--- src/rtl/lsu_pkg.sv ---
// Shared definitions for the load/store unit.
//  - LSU_XLEN           : default data/address width
//  - SZ_B / SZ_H / SZ_W : req_size encodings (2'b11 is illegal)
//  - BYTE_BITS/HALF_BITS: lane widths used by the extract/merge logic
//  - lsu_state_e        : controller state encoding
//  - is_misaligned()    : alignment check for a size / low-address pair
package lsu_pkg;

  localparam int LSU_XLEN = 32;

  localparam logic [1:0] SZ_B = 2'b00;
  localparam logic [1:0] SZ_H = 2'b01;
  localparam logic [1:0] SZ_W = 2'b10;

  localparam int BYTE_BITS = 8;
  localparam int HALF_BITS = 16;

  typedef enum logic [1:0] {
    ST_IDLE = 2'b00,
    ST_RD   = 2'b01,
    ST_WR   = 2'b10,
    ST_RESP = 2'b11
  } lsu_state_e;

  // Size 11 is treated as misaligned so that it takes the fault path.
  function automatic logic is_misaligned(input logic [1:0] size, input logic [1:0] addr_lo);
    logic bad_s;
    case (size)
      SZ_B:    bad_s = 1'b0;
      SZ_H:    bad_s = addr_lo[0];
      SZ_W:    bad_s = (addr_lo != 2'b00);
      default: bad_s = 1'b1;
    endcase
    return bad_s;
  endfunction

endpackage

--- src/rtl/lsu_lane_align.sv ---
// Combinational lane logic for the load/store unit.
//  size        in  2     access size (SZ_B / SZ_H / SZ_W)
//  addr_lo     in  2     byte offset within the word
//  is_unsigned in  1     zero-extend loads instead of sign-extend
//  load_word   in  XLEN  raw RAM word for load extraction
//  merge_base  in  XLEN  previously read RAM word for store merging
//  store_data  in  XLEN  store value (sub-word values in the low bits)
//  load_data   out XLEN  extracted and extended load value
//  store_word  out XLEN  full word to write back
module lsu_lane_align
  import lsu_pkg::*;
#(
  parameter int XLEN = LSU_XLEN
) (
  input  logic [1:0]      size,
  input  logic [1:0]      addr_lo,
  input  logic            is_unsigned,
  input  logic [XLEN-1:0] load_word,
  input  logic [XLEN-1:0] merge_base,
  input  logic [XLEN-1:0] store_data,
  output logic [XLEN-1:0] load_data,
  output logic [XLEN-1:0] store_word
);

  logic [BYTE_BITS-1:0] byte_s;
  logic [HALF_BITS-1:0] half_s;

  // Pick the addressed byte and half lanes out of the RAM word.
  always_comb begin
    case (addr_lo)
      2'b00:   byte_s = load_word[7:0];
      2'b01:   byte_s = load_word[15:8];
      2'b10:   byte_s = load_word[23:16];
      default: byte_s = load_word[31:24];
    endcase
    if (addr_lo[1]) begin
      half_s = load_word[31:16];
    end else begin
      half_s = load_word[15:0];
    end
  end

  // Sign- or zero-extend the selected lane to the full width.
  always_comb begin
    case (size)
      SZ_B: begin
        if (is_unsigned) begin
          load_data = {{(XLEN-BYTE_BITS){1'b0}}, byte_s};
        end else begin
          load_data = {{(XLEN-BYTE_BITS){byte_s[BYTE_BITS-1]}}, byte_s};
        end
      end
      SZ_H: begin
        if (is_unsigned) begin
          load_data = {{(XLEN-HALF_BITS){1'b0}}, half_s};
        end else begin
          load_data = {{(XLEN-HALF_BITS){half_s[HALF_BITS-1]}}, half_s};
        end
      end
      SZ_W:    load_data = load_word;
      default: load_data = {XLEN{1'b0}};
    endcase
  end

  // Replace the addressed lane of the old word with the store value.
  always_comb begin
    store_word = merge_base;
    case (size)
      SZ_B:    store_word[{addr_lo, 3'b000} +: BYTE_BITS] = store_data[BYTE_BITS-1:0];
      SZ_H:    store_word[{addr_lo[1], 4'b0000} +: HALF_BITS] = store_data[HALF_BITS-1:0];
      SZ_W:    store_word = store_data;
      default: store_word = merge_base;
    endcase
  end

endmodule

--- src/rtl/lsu_mem_ctrl.sv ---
// Load/store unit between the EX/MEM register and a word-only data RAM.
// Byte/half/word requests become word-indexed RAM cycles; sub-word stores
// use read-modify-write; faulting accesses never touch the RAM.
//  clk, rst_n                 clock, async active-low reset
//  req_valid/req_ready        request handshake (ready only in IDLE)
//  req_we/size/unsigned/addr/wdata   request fields
//  resp_valid                 one-cycle completion pulse
//  resp_rdata                 extended load data (0 for stores/faults)
//  resp_misalign, resp_range  fault flags, valid with resp_valid
//  mem_addr                   RAM word index
//  mem_lw_en, mem_sw_en       RAM read / write enables
//  mem_wdata, mem_rdata       RAM write / read words
module lsu_mem_ctrl
  import lsu_pkg::*;
#(
  parameter int XLEN      = LSU_XLEN,
  parameter int MEM_DEPTH = 256
) (
  input  logic            clk,
  input  logic            rst_n,
  input  logic            req_valid,
  output logic            req_ready,
  input  logic            req_we,
  input  logic [1:0]      req_size,
  input  logic            req_unsigned,
  input  logic [XLEN-1:0] req_addr,
  input  logic [XLEN-1:0] req_wdata,
  output logic            resp_valid,
  output logic [XLEN-1:0] resp_rdata,
  output logic            resp_misalign,
  output logic            resp_range,
  output logic [XLEN-1:0] mem_addr,
  output logic            mem_lw_en,
  output logic            mem_sw_en,
  output logic [XLEN-1:0] mem_wdata,
  input  logic [XLEN-1:0] mem_rdata
);

  lsu_state_e      state_r;
  logic            ready_r;
  logic            resp_valid_r;
  logic [XLEN-1:0] resp_rdata_r;
  logic            resp_mis_r;
  logic            resp_rng_r;
  logic [XLEN-1:0] mem_addr_r;
  logic            lw_en_r;
  logic            sw_en_r;
  logic [XLEN-1:0] wdata_hold_r;

  logic [1:0]      addr_lo_r;
  logic [1:0]      size_r;
  logic            we_r;
  logic            uns_r;
  logic [XLEN-1:0] wdata_r;
  logic [XLEN-1:0] rbuf_r;

  logic [XLEN-3:0] idx_s;
  logic            mis_s;
  logic            rng_s;
  logic [XLEN-1:0] load_data_s;
  logic [XLEN-1:0] store_word_s;

  assign idx_s = req_addr[XLEN-1:2];
  assign mis_s = is_misaligned(req_size, req_addr[1:0]);
  assign rng_s = (idx_s >= (XLEN-2)'(MEM_DEPTH));

  // Load lanes come straight from the RAM during RD; the store merge uses
  // the word captured in rbuf at the end of RD.
  lsu_lane_align #(.XLEN(XLEN)) u_align (
    .size        (size_r),
    .addr_lo     (addr_lo_r),
    .is_unsigned (uns_r),
    .load_word   (mem_rdata),
    .merge_base  (rbuf_r),
    .store_data  (wdata_r),
    .load_data   (load_data_s),
    .store_word  (store_word_s)
  );

  assign req_ready     = ready_r;
  assign resp_valid    = resp_valid_r;
  assign resp_rdata    = resp_rdata_r;
  assign resp_misalign = resp_mis_r;
  assign resp_range    = resp_rng_r;
  assign mem_addr      = mem_addr_r;
  assign mem_lw_en     = lw_en_r;
  assign mem_sw_en     = sw_en_r;
  // Live merge during WR, last written word everywhere else.
  assign mem_wdata     = (state_r == ST_WR) ? store_word_s : wdata_hold_r;

  // Controller FSM with request capture and registered outputs.
  always_ff @(posedge clk or negedge rst_n) begin
    if (!rst_n) begin
      state_r      <= ST_IDLE;
      ready_r      <= 1'b1;
      resp_valid_r <= 1'b0;
      resp_rdata_r <= {XLEN{1'b0}};
      resp_mis_r   <= 1'b0;
      resp_rng_r   <= 1'b0;
      mem_addr_r   <= {XLEN{1'b0}};
      lw_en_r      <= 1'b0;
      sw_en_r      <= 1'b0;
      wdata_hold_r <= {XLEN{1'b0}};
      addr_lo_r    <= 2'b00;
      size_r       <= 2'b00;
      we_r         <= 1'b0;
      uns_r        <= 1'b0;
      wdata_r      <= {XLEN{1'b0}};
      rbuf_r       <= {XLEN{1'b0}};
    end else begin
      case (state_r)
        ST_IDLE: begin
          if (req_valid) begin
            addr_lo_r <= req_addr[1:0];
            size_r    <= req_size;
            we_r      <= req_we;
            uns_r     <= req_unsigned;
            wdata_r   <= req_wdata;
            ready_r   <= 1'b0;
            if (mis_s || rng_s) begin
              // Faults skip the RAM entirely; mem_addr keeps its old value.
              state_r      <= ST_RESP;
              resp_valid_r <= 1'b1;
              resp_rdata_r <= {XLEN{1'b0}};
              resp_mis_r   <= mis_s;
              resp_rng_r   <= rng_s;
            end else if (req_we && (req_size == SZ_W)) begin
              state_r    <= ST_WR;
              sw_en_r    <= 1'b1;
              mem_addr_r <= {2'b00, idx_s};
            end else begin
              state_r    <= ST_RD;
              lw_en_r    <= 1'b1;
              mem_addr_r <= {2'b00, idx_s};
            end
          end else begin
            ready_r <= 1'b1;
          end
        end
        ST_RD: begin
          lw_en_r <= 1'b0;
          rbuf_r  <= mem_rdata;
          if (we_r) begin
            state_r <= ST_WR;
            sw_en_r <= 1'b1;
          end else begin
            state_r      <= ST_RESP;
            resp_valid_r <= 1'b1;
            resp_rdata_r <= load_data_s;
            resp_mis_r   <= 1'b0;
            resp_rng_r   <= 1'b0;
          end
        end
        ST_WR: begin
          sw_en_r      <= 1'b0;
          wdata_hold_r <= store_word_s;
          state_r      <= ST_RESP;
          resp_valid_r <= 1'b1;
          resp_rdata_r <= {XLEN{1'b0}};
          resp_mis_r   <= 1'b0;
          resp_rng_r   <= 1'b0;
        end
        ST_RESP: begin
          resp_valid_r <= 1'b0;
          resp_rdata_r <= {XLEN{1'b0}};
          resp_mis_r   <= 1'b0;
          resp_rng_r   <= 1'b0;
          ready_r      <= 1'b1;
          state_r      <= ST_IDLE;
        end
        default: begin
          state_r      <= ST_IDLE;
          ready_r      <= 1'b1;
          resp_valid_r <= 1'b0;
          lw_en_r      <= 1'b0;
          sw_en_r      <= 1'b0;
        end
      endcase
    end
  end

endmodule

--- config.mk ---
export PLATFORM = sky130hd
export DESIGN_NAME = lsu_mem_ctrl
export DESIGN_NICKNAME = d
export VERILOG_FILES = /design/src/rtl/lsu_pkg.sv /design/src/rtl/lsu_lane_align.sv /design/src/rtl/lsu_mem_ctrl.sv
export SDC_FILE = /design/constraint.sdc
export NUM_CORES = 1
export LEC_CHECK = 0
export CAP_MARGIN = 20
export CELL_PAD_IN_SITES_DETAIL_PLACEMENT = 0
export CELL_PAD_IN_SITES_GLOBAL_PLACEMENT = 1
export CORE_MARGIN = 5
export CORE_UTILIZATION = 40
export CTS_CLUSTER_DIAMETER = 40
export DETAILED_ROUTE_END_ITERATION = 10
export PLACE_DENSITY_LB_ADDON = 0.1
export RECOVER_POWER = 50
export SLEW_MARGIN = 20
export SYNTH_ARGS = -nofsm -noshare
export SYNTH_HDL_FRONTEND = slang
export SYNTH_SLANG_ARGS = --single-unit
--- constraint.sdc ---
create_clock -name clk -period 2.95 [get_ports clk]
set_clock_uncertainty 0.1 [all_clocks]
set_input_delay 0.4425 -clock clk [delete_from_list [all_inputs] [get_ports clk]]
set_output_delay 0.4425 -clock clk [all_outputs]
set_load 0.02 [all_outputs]
== After elaboration in Yosys (flattened, before gate mapping) ==
Index checks and enable logic that the tools add are counted.
Cells by class
  add/sub/neg operators: 2
  multipliers: 0
  div/mod/pow operators: 0
  order comparisons: 1
  eq/ne operators: 16
  shift-type cells: 4
  mux-type cells: 41
  bitwise logic cells: 1
  reductions and logical operators: 16
Operators with widths (count)
  32-bit one-hot mux with 3 select lines: 3
  32-bit two-way mux: 6
  32-bit bitwise mux: 2
  16-bit by 7-bit variable shift with 32-bit output, first input constant: 1
  8-bit by 7-bit variable shift with 32-bit output, first input constant: 1
  16-bit by 7-bit indexed part select with 32-bit output: 1
  8-bit by 7-bit indexed part select with 32-bit output: 1
  30-bit by 9-bit >= comparator with 1-bit output, second input constant: 1
  8-bit one-hot mux with 3 select lines: 1
  1-bit two-way mux: 17
  16-bit two-way mux: 1
  2-bit != test, second input constant: 7
  5-bit negation with 7-bit output: 2
  1-bit one-hot mux with 3 select lines: 4
  2-bit equality test, second input constant: 5
  2-bit by 1-bit equality test with 1-bit output, second input constant: 4
  2-bit logical NOT: 4
  2-bit one-hot mux with 4 select lines: 1
  2-bit two-way mux: 3
  3-bit AND reduction: 2
  2-bit nonzero test: 3
  5-bit AND reduction: 1
  1-bit one-hot mux with 2 select lines: 2
  1-bit one-hot mux with 4 select lines: 1
  other kinds (7): 7
Storage, ports and cells
  bits in registers: 172
  latch bits: 0
  RAM bits: 0
  ROM bits: 0
  input port bits: 103
  output and inout bits: 102
  word-level logic and storage cells: 97
  memories: 0

== Logic depth before layout (Yosys ltp) ==
Gate-level depths: netlist of the first run.
  depth after elaboration: 6
  depth in mapped cells: 10
  mapped depth without buffers: 6

== By module ==
A second synthesis of the first run with hierarchy kept.
Unflattened totals
  cells, all modules: 758
  area total of the unflattened synthesis: 9056.2 µm²
Modules (own cells, without submodules)
  lsu_mem_ctrl: times used 1, cells an instance 417, area an instance 6523.8 µm²
  lsu_lane_align: times used 1, cells an instance 341, area an instance 2532.4 µm²

== Worst setup path before layout of the first run ==
Ideal clock, no wire load.
  path kind: register -> output
  start: reg addr_lo_r[1]
  end: out mem_wdata[10]
  data arrival time: 2.524 ns
  setup slack: -0.117 ns
  cell stages (with the launch flop): 11
  path buffers: 4
  cell sequence: dfrtp_1 > buf_2 > buf_2 > inv_1 > ha_1 > buf_2 > and4b_1 > clkbuf_1 > a32o_1 > nand2_1 > a31oi_1
Between the ends
  longest elaborated chain between the ends: 5
  elaborated cells between the ends (all ways): 10
  those cells by class: add/sub (2); shift (4); mux (4)
RTL lines
  start, declared: RTL line lsu_mem_ctrl.sv:50  | logic [1:0] addr_lo_r;
  start signal, assigned: RTL line lsu_mem_ctrl.sv:114  | addr_lo_r <= req_addr[1:0];
  5-bit negation with 7-bit output, on equally long branches: RTL line lsu_lane_align.sv:70, lsu_lane_align.sv:69
  16-bit by 7-bit indexed part select with 32-bit output, or another cell as far along: RTL line lsu_lane_align.sv:70  | SZ_H: store_word[{addr_lo[1], 4'b0000} +: HALF_BITS] = store_data[HALF_BITS-1:0];
  32-bit bitwise mux, on equally long branches: RTL line lsu_lane_align.sv:70, lsu_lane_align.sv:69
  32-bit one-hot mux with 3 select lines (*): RTL line lsu_lane_align.sv:68  | case (size)
  32-bit two-way mux (*)
  end, declared: RTL line lsu_mem_ctrl.sv:35  | output logic [XLEN-1:0] mem_wdata,
Mark *: on every way between the ends. The rest lies on a longest branch, timed or not.

== Worst setup path after layout of the first run ==
  start: reg addr_lo_r[0]
  end: out mem_wdata[28]
Between the ends
  longest elaborated chain between the ends: 5
  elaborated cells between the ends (all ways): 6
  those cells by class: add/sub (1); shift (2); mux (3)
RTL lines
  5-bit negation with 7-bit output (*): RTL line lsu_lane_align.sv:69  | SZ_B: store_word[{addr_lo, 3'b000} +: BYTE_BITS] = store_data[BYTE_BITS-1:0];
  8-bit by 7-bit indexed part select with 32-bit output / 8-bit by 7-bit variable shift with 32-bit output (equally long branches): RTL line lsu_lane_align.sv:69
  32-bit bitwise mux (*): RTL line lsu_lane_align.sv:69
  32-bit one-hot mux with 3 select lines (*): RTL line lsu_lane_align.sv:68
  32-bit two-way mux (*)
Marks and branches as above.

==> flow_summary.json, run 1 <==
{
  "status": "finished with violations",
  "violations": "max-capacitance violations, max-slew violations",
  "grt-ovfl-total": 0,
  "yosysWarnings": 0,
  "ys_ff_latch": 172,
  "relSlewSlack": -0.216,
  "dieArea_mm2": 0.0259,
  "synth_edf_count": 0,
  "vdd_drop_max_v": 0.000526,
  "wirelength_um": 28200,
  "clock-sinks": 172,
  "syn_area_mm2": 0.00912,
  "clk_latency_ns": 0.43,
  "drt-wirelength-per-cell_um": 21.8,
  "slew_viol_final": 70,
  "grt_usage": 0.215,
  "max_freq_ghz": 0.348,
  "area_delta_synth_final_pct": 35.4,
  "synth_flop_cell": "dfrtp_1",
  "drive_gt1_frac": 0.307,
  "synth_top_area_frac": 0.469,
  "drcViolationCount": 0,
  "finalSetupViolations": 0,
  "antenna_cells": 0,
  "row_count": 55,
  "cts.path.max_buffers": 2,
  "ys_seq_area_frac": 0.472,
  "hold_viol": 0,
  "maxCapViolations": 1,
  "period_needed_ns": 2.87,
  "root_buffer": "clkbuf_16",
  "worst-path-max-fanout": 8,
  "clkSlewWorstSetupHoldPaths_ns": 0.08,
  "fp.dieW_um": 161,
  "crit_required_ns": 2.41,
  "worst_slack_ns": 0.0800,
  "cts_buffers": 17,
  "ant_nets": 0,
  "nNetsFinal": 1112,
  "dpl.cell_count": 1261,
  "yosys-top-cells-count": "dfrtp_1, mux2_2, nand2_1, inv_1, nor2b_1",
  "port_buffers": 202,
  "hpwl_um": 20400,
  "pin_count": 205,
  "synth_most_common_cell": "dfrtp_1",
  "first_pass_iters": 5,
  "via_count": 7336,
  "grt_pass1_wl_um": 44000,
  "period_share": 0.973,
  "setup.worst_path.class": "reg -> out",
  "drt_iter0_drc": 603,
  "tightestPinTransition_ns": 1.82,
  "postSynth.asyncResetShare": 1.00,
  "power_density_mw_per_mm2": 1140,
  "cts_tree": "yes",
  "antenna_found_initial": 0,
  "h-tree-depth": 4,
  "start_util": 0.404,
  "rsz0062_at_grt": "yes",
  "synthTopCellsByArea": "dfrtp_1, mux2_2, mux2_4, mux2i_1, nor2b_1",
  "grt_pass1_vias": 7602,
  "place_congestion": 0.876,
  "die_y_um": 161,
  "p_leak_nw": 5.27,
  "coreArea_mm2": 0.0226,
  "grt_start_max_net_pins": 70,
  "synthesis.instances": 803,
  "vias_per_cell": 5.66,
  "post-place-ws_ns": -0.134,
  "crit_path_start_kind": "flip-flop",
  "end_kind": "output pin",
  "arrival_ns": 2.33,
  "netlist.top_cell.by_area": "dfrtp_1",
  "stdcell_count": 1296,
  "ys_types": 61,
  "synth_area_per_cell_um2": 11.4,
  "hp-class": "reg -> reg"
}
[worst max-delay path: stages (launching register included)]
cell	delay (ns)
dfrtp_1	0.39
buf_4	0.18
ha_1	0.22
nor4bb_1	0.13
buf_4	0.16
a22o_1	0.21
a221oi_2	0.30
o22ai_2	0.14
buf_2	0.18
[power breakdown]
part           internal, mW  switching, mW  leakage (nW)  total [mW]
registers              3.26          0.931          2.17        4.20
clock network          1.15           1.11         0.290        2.26
logic                  3.59           4.07          2.82        7.66
total                  8.00           6.11          5.27        14.1
[cell families after synthesis]
group / Yosys count / synth area share
compound gates: 218 / 0.180
fa+ha+maj: 11 / 0.0151
buf+inv: 104 / 0.0517
flops: 172 / 0.472
mux: 152 / 0.192
other cells: 1 / 0.000411
simple gates: 145 / 0.0882
[placed cells by master (no fill, tap or decap), types with 9 or more instances in the layout]
cell / Yosys / layout
and2_1: 16 / 16
clkdlybuf4s50_1: 0 / 167
inv_1: 39 / 36
clkbuf_16: 0 / 17
mux2_2: 114 / 114
mux2i_1: 20 / 20
o2bb2ai_1: 9 / 9
dfrtp_1: 171 / 171
a221oi_2: 0 / 15
a22o_1: 17 / 17
o31a_1: 16 / 16
buf_4: 4 / 30
o22ai_2: 0 / 15
a32o_1: 16 / 16
o21a_1: 16 / 16
a21oi_1: 18 / 18
a31oi_2: 0 / 16
o21ai_0: 29 / 29
a22oi_1: 18 / 13
nand2_1: 40 / 40
nor2b_1: 32 / 31
mux2_4: 18 / 18
buf_2: 20 / 25
nor3_1: 11 / 11
nor2_1: 22 / 22
[final cells by class]
type	instances	area (µm²)
timing repair buffer	240	2230
multi-input combinational	528	4700
tap	285	357
fill	1968	10200
clock buffer	17	425
sequential	172	4310
inverter	39	150
clock inverter	15	178
[state kept, by name, summed over array words and instances (netlist names), 2 cells and up]
signal / cells
mem_addr: 30
wdata_r: 32
addr_lo_r: 2
size_r: 2
wdata_hold_r: 32
rbuf_r: 32
resp_rdata: 32
state_r: 2
[routing by layer]
metal	vias to the layer above	track usage	wire length [µm]
met5	-	0	0
met4	0	0.0551	452
met3	34	0.0500	1990
met2	252	0.353	13900
met1	3698	0.289	11900
li1	3352	-	-
[path summary, 6_finish.rpt]
path                                    from               to  slack (ns)  depth (start not counted)
worst max-delay path            addr_lo_r[0]    mem_wdata[28]        0.08                          8
worst min-delay path               req_ready        req_ready        0.40                          1
worst max register to register  addr_lo_r[1]   resp_rdata[23]        0.26                          7
worst min register to register     req_ready        req_ready        0.40                          1
max in group asynchronous              rst_n  wdata_hold_r[5]        0.50                          3
min in group asynchronous              rst_n   resp_rdata[13]        0.92                          2
[through the flow]
stage | util | setup TNS, ns | instance area [µm²] | hold slack [ns] | total power, mW
3_3_place_gp | 0.520 | -0.576 | 11700 | 0.381 | 11.8
6_report | 0.547 | 0 | 12400 | 0.399 | 14.1
2_1_floorplan | - | 0 | 9320 | 0.0469 | 9.06
4_1_cts | 0.549 | 0 | 12400 | 0.401 | 14.2
3_5_place_dp | 0.520 | -0.964 | 11700 | 0.383 | 11.9
5_1_grt | 0.547 | -0.0951 | 12400 | 0.408 | 14.9
[timing repair]
action / CTS / global route
hold buffers: 1 / 0
setup buffers: 1 / 1
resized for setup: 132 / 28
endpoints found under the hold margin: 66 / 0
endpoints found under the setup margin: 32 / 31
pin swaps: 1 / 6
Note: power is estimated with default switching activity, not from simulation.
==> inputs of run 2 (changes only) <==
--- a/config.mk
+++ b/config.mk
@@ -5,7 +5,6 @@
 export SDC_FILE = /design/constraint.sdc
 export NUM_CORES = 1
 export LEC_CHECK = 0
-export CAP_MARGIN = 20
 export CELL_PAD_IN_SITES_DETAIL_PLACEMENT = 0
 export CELL_PAD_IN_SITES_GLOBAL_PLACEMENT = 1
 export CORE_MARGIN = 5
@@ -17,4 +16,5 @@
 export SLEW_MARGIN = 20
 export SYNTH_ARGS = -nofsm -noshare
 export SYNTH_HDL_FRONTEND = slang
+export SYNTH_HIERARCHICAL = 1
 export SYNTH_SLANG_ARGS = --single-unit
==> run 2 against run 1 <==
Compared with the run above:
- the flow finishes with violations (max-capacitance violations, max-slew violations, negative setup slack)
- sequential share of layout area fell by 0.085 points
- cell count is 2.0% lower
- register-to-register slack better by 0.26 ns
- final area rose by 0.30%
- critical path depth decreased by 1
- first-iteration DRC count down 29%
- area after synthesis down 0.70%
- flip-flop and latch count unchanged
- core utilization rose by 0.50 points
- largest cell class unchanged
==> flow_summary.json, run 2 <==
{
  "fp.dieW_um": 160,
  "p_leak_nw": 5.41,
  "grt_pass1_vias": 7535,
  "vias_per_cell": 5.72,
  "clkSlewWorstSetupHoldPaths_ns": 0.07,
  "row_count": 55,
  "final_common_cell": "dfrtp_1",
  "finalSetupViolations": 3,
  "start_util": 0.404,
  "hold_slack_ns": 0.375,
  "synth_area_per_cell_um2": 11.9,
  "grt_usage": 0.212,
  "drt_iter0_drc": 431,
  "tightestPinTransition_ns": 1.57,
  "place_congestion": 0.848,
  "violations": "max-capacitance violations, max-slew violations, negative setup slack",
  "ys_ff_latch": 172,
  "die_y_um": 160,
  "fin_area_mm2": 0.0124,
  "dieArea_mm2": 0.0257,
  "drive_gt1_frac": 0.317,
  "slew_viol_final": 65,
  "period_needed_ns": 2.96,
  "rsz0062_at_grt": "yes",
  "grt_start_max_net_pins": 65,
  "first_pass_iters": 5,
  "final_util": 0.552,
  "p_total_mw": 14.6,
  "final.setup.tns_ns": -0.0175,
  "clock-sinks": 172,
  "synth.mux.area_fraction": 0.197,
  "synth_top_family_by_area": "multiplexers",
  "worst-path-max-fanout": 4,
  "grt-ovfl-total": 0,
  "end_kind": "output pin",
  "syn_area_mm2": 0.00906,
  "period_share": 1.00,
  "synth_compound_area_frac": 0.164,
  "yosys-top-cells-count": "dfrtp_1, mux2_2, nand2_1, nor2b_1, a22o_1",
  "ant_nets": 0,
  "area_delta_synth_final_pct": 36.8,
  "stdcell_count": 1270,
  "dpl_cell_area_mm2": 0.0115,
  "postSynth.asyncResetShare": 1.00,
  "crit_path_start_kind": "flip-flop",
  "ys_seq_area_frac": 0.475,
  "post-place-ws_ns": -0.136,
  "netlist.top_cell.by_area": "dfrtp_1",
  "yosysWarnings": 6,
  "hp-class": "reg -> reg",
  "antenna_found_initial": 0,
  "synth_flop_cell": "dfrtp_1",
  "hpwl_um": 20200,
  "h-tree-depth": 4,
  "synth-simple-area-share": 0.104,
  "power_density_mw_per_mm2": 1180,
  "grt_pass1_wl_um": 43400,
  "cts_buffers": 17,
  "cts_tree": "yes",
  "max_freq_ghz": 0.337,
  "wirelength_um": 27700,
  "synthXorXnorAreaFrac": 0,
  "hold_viol": 0,
  "nNetsFinal": 1086,
  "synth_top_area_frac": 0.473,
  "arrival_ns": 2.42,
  "port_buffers": 202,
  "synthesis.instances": 758,
  "pin_count": 205,
  "synth_edf_count": 0,
  "ys_types": 63,
  "worst_slack_ns": -0.0147,
  "drt-wirelength-per-cell_um": 21.8,
  "root_buffer": "clkbuf_16",
  "crit_required_ns": 2.41,
  "synth_most_common_cell": "dfrtp_1",
  "synth_fa_ha_area_frac": 0.0152,
  "dpl.cell_count": 1229,
  "via_count": 7262,
  "cts.path.max_buffers": 2,
  "setup.worst_path.class": "reg -> out",
  "final_cell_mix": "dfrtp_1, clkdlybuf4s50_1, mux2_2",
  "synthTopCellsByArea": "dfrtp_1, mux2_2, a221o_1, a22o_1, nor2b_1",
  "vdd_drop_max_v": 0.000812,
  "antenna_cells": 0,
  "maxCapViolations": 1,
  "coreArea_mm2": 0.0224,
  "relSlewSlack": -0.0434,
  "clk_latency_ns": 0.43,
  "status": "finished with violations",
  "drcViolationCount": 0
}
## run 2: area by class of cell
type | count | area [µm²]
Tap cell | 285 | 357
Timing Repair inverter | 1 | 7.51
Multi-Input combinational cell | 507 | 4600
Timing Repair Buffer | 256 | 2460
Clock inverter | 15 | 154
Clock buffer | 17 | 425
Sequential cell | 172 | 4310
Inverter | 17 | 70.1
Fill cell | 1920 | 10000
## run 2: routing by layer
metal | part of all wire | vias to the layer above | global-route usage
met3 | 0.047 | 32 | 0.0344
met1 | 0.44 | 3696 | 0.285
met4 | 0.015 | 0 | 0.0544
li1 | - | 3301 | -
met5 | 0 | - | 0
met2 | 0.49 | 233 | 0.357
## run 2: cell families (layout without fill, tap and decap cells)
group,count (synthesis),in the layout
buffers and inverters,80,306
AND/OR/NAND/NOR,154,154
multiplexers,159,159
adder cells (fa/ha/maj),11,11
flip-flops,172,172
other,1,2
AO/OA/AOI/OAI,181,181
## run 2: where the power goes
part	switching, mW	internal [mW]	total [mW]	leakage, nW
clock network	1.07	1.12	2.20	0.274
registers	0.876	3.25	4.12	2.17
logic	4.12	4.21	8.32	2.96
total	6.06	8.58	14.6	5.41
## run 2: path summary, 6_finish.rpt
kind                       depth (start not counted)              to  slack [ns]    startpoint
hold reg to reg                                    1      resp_range        0.37    resp_range
setup / recovery                                   7   mem_wdata[21]       -0.01  addr_lo_r[1]
min in group asynchronous                          2  resp_rdata[31]        0.83         rst_n
setup reg to reg                                  10  resp_rdata[16]        0.52  addr_lo_r[1]
max in group asynchronous                          3     wdata_r[12]        0.46         rst_n
hold / removal                                     1      resp_range        0.37    resp_range
## run 2: worst max-delay path, stage by stage (launching register included)
cell and delay [ns]:
dfrtp_2 0.45, inv_4 0.10, ha_4 0.22, and4bb_1 0.22
a22o_1 0.23, a221o_1 0.36, mux2_4 0.27, buf_6 0.13
## run 2: what timing repair did
action | in CTS | in global routing
resized for setup | 173 | 71
buffers inserted | 5 | 2
endpoints found under the hold margin | 59 | 0
endpoints found under the setup margin | 32 | 32
pin swaps | 22 | 29
hold buffers | 1 | 0
cloned | 1 | 0
==> inputs of run 3 (changes only) <==
--- a/config.mk
+++ b/config.mk
@@ -5,6 +5,7 @@
 export SDC_FILE = /design/constraint.sdc
 export NUM_CORES = 1
 export LEC_CHECK = 0
+export ABC_CLOCK_PERIOD_IN_PS = 2950
 export CELL_PAD_IN_SITES_DETAIL_PLACEMENT = 0
 export CELL_PAD_IN_SITES_GLOBAL_PLACEMENT = 1
 export CORE_MARGIN = 5
==> results of run 3 <==
Same layout as run 2: the final DEF is identical, and so are final timing and power.
